### src/rtl/temporizador_multi.sv
// Multi-channel countdown timer: one shared prescaler produces a base tick that
// CH independent one-shot/periodic channels count down from a latched load value.
module temporizador_multi #(
  parameter int unsigned TICK_DIV = 50000000,
  parameter int unsigned CH       = 4,
  parameter int unsigned CNT_W    = 16
) (
  input  logic                clk,
  input  logic                rst_n,
  input  logic [CH-1:0]       start,
  input  logic [CH-1:0]       stop,
  input  logic [CH-1:0]       periodic,
  input  logic [CH*CNT_W-1:0] load_val,
  output logic                tick,
  output logic [CH-1:0]       busy,
  output logic [CH-1:0]       done,
  output logic [CH*CNT_W-1:0] remaining
);

  localparam int unsigned PW = (TICK_DIV > 2) ? $clog2(TICK_DIV) : 1;

  typedef enum logic {S_IDLE, S_RUN} state_e;

  logic [PW-1:0]    r_presc;
  logic             r_tick;
  logic             w_presc_wrap;

  state_e           r_state     [CH];
  state_e           w_state_nxt [CH];
  logic [CNT_W-1:0] r_rem       [CH];
  logic [CNT_W-1:0] w_rem_nxt   [CH];
  logic [CNT_W-1:0] r_rel       [CH];
  logic [CNT_W-1:0] w_rel_nxt   [CH];
  logic [CH-1:0]    r_per;
  logic [CH-1:0]    w_per_nxt;
  logic [CH-1:0]    r_done;
  logic [CH-1:0]    w_done_nxt;

  assign w_presc_wrap = (r_presc == PW'(TICK_DIV - 1));

  // Free-running prescaler; tick is high the cycle after the terminal count.
  always_ff @(posedge clk or negedge rst_n) begin
    if (!rst_n) begin
      r_presc <= '0;
      r_tick  <= 1'b0;
    end else begin
      r_presc <= w_presc_wrap ? '0 : r_presc + PW'(1);
      r_tick  <= w_presc_wrap;
    end
  end

  // Channel state registers.
  always_ff @(posedge clk or negedge rst_n) begin
    if (!rst_n) begin
      for (int i = 0; i < int'(CH); i++) begin
        r_state[i] <= S_IDLE;
        r_rem[i]   <= '0;
        r_rel[i]   <= '0;
      end
      r_per  <= '0;
      r_done <= '0;
    end else begin
      for (int i = 0; i < int'(CH); i++) begin
        r_state[i] <= w_state_nxt[i];
        r_rem[i]   <= w_rem_nxt[i];
        r_rel[i]   <= w_rel_nxt[i];
      end
      r_per  <= w_per_nxt;
      r_done <= w_done_nxt;
    end
  end

  // Per-channel next state: stop > start(0) > start(N) > tick countdown > hold.
  always_comb begin
    w_per_nxt  = r_per;
    w_done_nxt = '0;
    for (int i = 0; i < int'(CH); i++) begin
      w_state_nxt[i] = r_state[i];
      w_rem_nxt[i]   = r_rem[i];
      w_rel_nxt[i]   = r_rel[i];
      if (stop[i]) begin
        w_state_nxt[i] = S_IDLE;
        w_rem_nxt[i]   = '0;
      end else if (start[i] && (load_val[i*CNT_W +: CNT_W] == '0)) begin
        w_state_nxt[i] = S_IDLE;
        w_rem_nxt[i]   = '0;
        w_done_nxt[i]  = 1'b1;
      end else if (start[i]) begin
        w_state_nxt[i] = S_RUN;
        w_rem_nxt[i]   = load_val[i*CNT_W +: CNT_W];
        w_rel_nxt[i]   = load_val[i*CNT_W +: CNT_W];
        w_per_nxt[i]   = periodic[i];
      end else if ((r_state[i] == S_RUN) && r_tick) begin
        if (r_rem[i] > CNT_W'(1)) begin
          w_rem_nxt[i] = r_rem[i] - CNT_W'(1);
        end else begin
          w_done_nxt[i] = 1'b1;
          if (r_per[i]) begin
            w_rem_nxt[i] = r_rel[i];
          end else begin
            w_state_nxt[i] = S_IDLE;
            w_rem_nxt[i]   = '0;
          end
        end
      end
    end
  end

  assign tick = r_tick;
  assign done = r_done;

  for (genvar g = 0; g < int'(CH); g++) begin : g_out
    assign busy[g]                     = (r_state[g] == S_RUN);
    assign remaining[g*CNT_W +: CNT_W] = r_rem[g];
  end

endmodule

### config.mk
export PLATFORM = sky130hd
export DESIGN_NAME = temporizador_multi
export DESIGN_NICKNAME = d
export VERILOG_FILES = /design/src/rtl/temporizador_multi.sv
export SDC_FILE = /design/constraint.sdc
export NUM_CORES = 1
export LEC_CHECK = 0
export CELL_PAD_IN_SITES_DETAIL_PLACEMENT = 0
export CELL_PAD_IN_SITES_GLOBAL_PLACEMENT = 1
export CORE_MARGIN = 8
export CORE_UTILIZATION = 35
export CTS_BUF_LIST = sky130_fd_sc_hd__clkbuf_16
export DETAILED_ROUTE_END_ITERATION = 10
export PLACE_DENSITY_LB_ADDON = 0.1
export SYNTH_ARGS = -nofsm -noshare
export SYNTH_HDL_FRONTEND = slang
export SYNTH_SLANG_ARGS = --single-unit
### constraint.sdc
create_clock -name clk -period 2.73 [get_ports clk]
set_input_delay 0.546 -clock clk [delete_from_list [all_inputs] [get_ports clk]]
set_output_delay 0.546 -clock clk [all_outputs]
set_load 0.03 [all_outputs]
==> reports/qor.csv <==
stage,metric,value,unit
yosys,syn_area_per_cell,9.44,um2
worst_setup_path,worstPathArrival,1.97,ns
yosys,yosysSeqAreaShare,0.453,
yosys,ys_top_cells_by_area,"dfrtp_1 45%, nand2_1 6.5%, mux2_2 4.8%",
timing,slew_headroom,0.554,
pwr,pwr-share-seq,0.422,
timing,fin_skew,0.0153,ns
grt,use_met2,0.295,
hold_path,hold_path.class,in2async,
grt,antenna_found_initial,0,
yosys,syn-num-nets,1063,
detailed_routing,drtPass1Iterations,5,
yosys,async_flop_share,1.00,
grt,gr-usage-all-layers,0.187,
detailed_routing,drt_iter0_drc,670,
yosys,synth-seq-cells,167,
worst_setup_path,cp_max_fo,12,
finish,antennaDiodeCount,0,
detailed_routing,num_vias,8244,
pwr,sw_frac_of_total,0.323,
worst_setup_path,start_kind,register,
grt,grt_max_degree,73,
pwr,switchingPower,2.24,mW
pwr,comb_power_share,0.231,
clocking,cts_max_path_buffers,2,
timing,finalHoldViolations,0,
timing,tightest_slew,0.669,ns
finish,drive_gt1_frac,0.148,
pwr,power_density,573,mW/mm2
place,gp_congestion,0.809,
flow_run,max-cap-violations,0,
yosys,yosys-top-cells-count,"167 x dfrtp_1, 160 x nand2_1, 75 x nor2_1",
finish,final_core_util,0.466,
clocking,cts-resized-gates,0,
clocking,cts_buffers,17,
finish,syn2layout_area_growth,31.3,%
detailed_routing,wl_per_cell,19.2,um
yosys,synth_area_leader_cell,dfrtp_1,
worst_setup_path,critPathMaxStageDelay,0.80,ns
timing,tns,0,ns
grt,grt_pass1_wl,47.2,mm
clocking,insertion_delay,0.44,ns
die,die-area,0.0318,mm2
pwr,p_leak,5.21,nW
grt,grt.busiest_layer,met2,
timing,setup_viol_count_final,0,
worst_setup_path,cp_num_buf_inv,1,
clocking,cts-htree-levels,4,
yosys,postSynthCellCount,976,
die,rows,59,
worst_setup_path,slowest_stage,clkdlybuf4s50_1,
yosys,yosysMostFrequentCell,dfrtp_1,
die,core,0.0260,mm2
worst_setup_path,path_cells,clkdlybuf4s50_1,
worst_setup_path,crit_type,reg2out,
place,io_buffer_count,150,
yosys,yosysWarnings,0,
clocking,cts_root_buf,clkbuf_16,
detailed_routing,postRouteAntennaNets,0,
yosys,synthFlopType,dfrtp_1,
pwr,p_int,4.70,mW
finish,final_net_count,1261,
detailed_routing,drc,0,
timing,period_needed,2.51,ns
clocking,path_clk_slew,0.08,ns
worst_setup_path,cp_top_family,buffers and inverters,
die,io-pin-count,151,
die,die_w,178,um
yosys,syn_area,0.00922,mm2
timing,finalCritPeriodShare,0.921,
grt,grt_pass1_vias,8416,
clocking,cts.sinks,167,
die,start_util,0.355,
place,hpwl,21.2,mm
grt,met1_usage,0.259,
detailed_routing,via_per_inst,5.42,
yosys,synth-edff-count,0,
clocking,postCtsSetupBuffers,0,
yosys,synth_top_area_frac,0.453,
yosys,yosysUniqueCellTypes,78,
timing,rsz0062_at_grt,no,
worst_setup_path,critPathCaptureType,output pin,
pwr,clock_power_share,0.347,
clocking,cts_tree,built,
clocking,hold_buffers,0,
timing,slew_violations,0,
detailed_routing,finalWirelength,29.3,mm
grt,overflow,0,
timing,fmax,0.398,GHz
pwr,irDropWorstVdd,0.286,mV
worst_setup_path,critPathRequiredTime,2.18,ns
die,fp.dieH,178,um
grt,grtUsageMet3,0.0356,
outcome,status,"complete, no violations",
-- stage by stage --
stage / setup slack (ns) / power, mW / area (um2) / hold slack, ns / cells
2_1_floorplan: 0.312 / 3.85 / 9220 / 0.250 / 976
3_3_place_gp: 0.0951 / 4.58 / 11500 / 0.458 / 1490
3_5_place_dp: 0.0772 / 4.58 / 11500 / 0.455 / 1490
4_1_cts: 0.165 / 7.01 / 12100 / 0.0454 / 1522
5_1_grt: 0.102 / 7.28 / 12100 / 0.0566 / 1522
6_report: 0.217 / 6.94 / 12100 / 0.0272 / 1522
-- path summary, 6_finish.rpt --
path                                     from       endpoint  slack [ns]  depth (start not counted)
worst min-delay path                    rst_n   remaining[9]        0.03                          1
worst max register to register  remaining[52]  remaining[50]        0.33                          6
min in group clk                   r_presc[6]     r_presc[6]        0.48                          1
worst max-delay path                     tick           tick        0.22                          1
max in group asynchronous               rst_n    r_presc[11]        1.91                          2
worst min register to register     r_presc[6]     r_presc[6]        0.48                          1
-- power groups by stage --
stage | clock network [mW] | logic (mW) | registers, mW
final | 2.41 | 1.60 | 2.93
after global routing | 2.56 | 1.76 | 2.96
after CTS | 2.46 | 1.62 | 2.93
after detailed placement | 0 | 1.61 | 2.97
after floorplan | 0 | 0.786 | 3.06
after global placement | 0 | 1.61 | 2.97
-- flip-flops by register name (all words and copies together) (netlist names) --
register	count
busy	4
done	4
r_per	4
r_presc	26
r_rel	64
remaining	64
tick	1
-- final cells by class --
type / instances / area, um2
Timing Repair Buffer: 230 / 2130
Tap cell: 335 / 419
Clock inverter: 15 / 143
Clock buffer: 17 / 425
Fill cell: 2548 / 13900
Inverter: 23 / 86.3
Multi-Input combinational cell: 735 / 4720
Sequential cell: 167 / 4180
-- kinds of logic (layout without fill, tap and decap cells) --
kind of cell | count (synthesis) | in the layout | synth area share
buffers and inverters | 74 | 285 | 0.0356
AND/OR/NAND/NOR | 431 | 431 | 0.238
flip-flops | 167 | 167 | 0.453
XOR/XNOR | 67 | 67 | 0.0637
adder cells (fa/ha/maj) | 9 | 9 | 0.0122
AO/OA/AOI/OAI | 182 | 182 | 0.141
multiplexers | 46 | 46 | 0.0558
-- per-layer routing --
metal	vias up	routed length, um	part of all wire
met5	-	0	0
met4	0	293	0.010
met3	21	1650	0.056
met2	220	13500	0.46
met1	4047	13800	0.47
li1	3956	-	-
-- layout by cell type (no fill, tap or decap), types with 20 or more instances in the layout --
master / instances
a21oi_1: 37
a22oi_1: 25
buf_4: 78
clkdlybuf4s50_1: 149
dfrtp_1: 167
inv_1: 23
mux2_2: 39
nand2_1: 160
nand3_1: 31
nand4_1: 26
nor2_1: 75
nor3_1: 23
nor4_1: 31
o31ai_1: 20
xnor2_1: 26
xor2_1: 41
(Power assumes the default switching activity.)
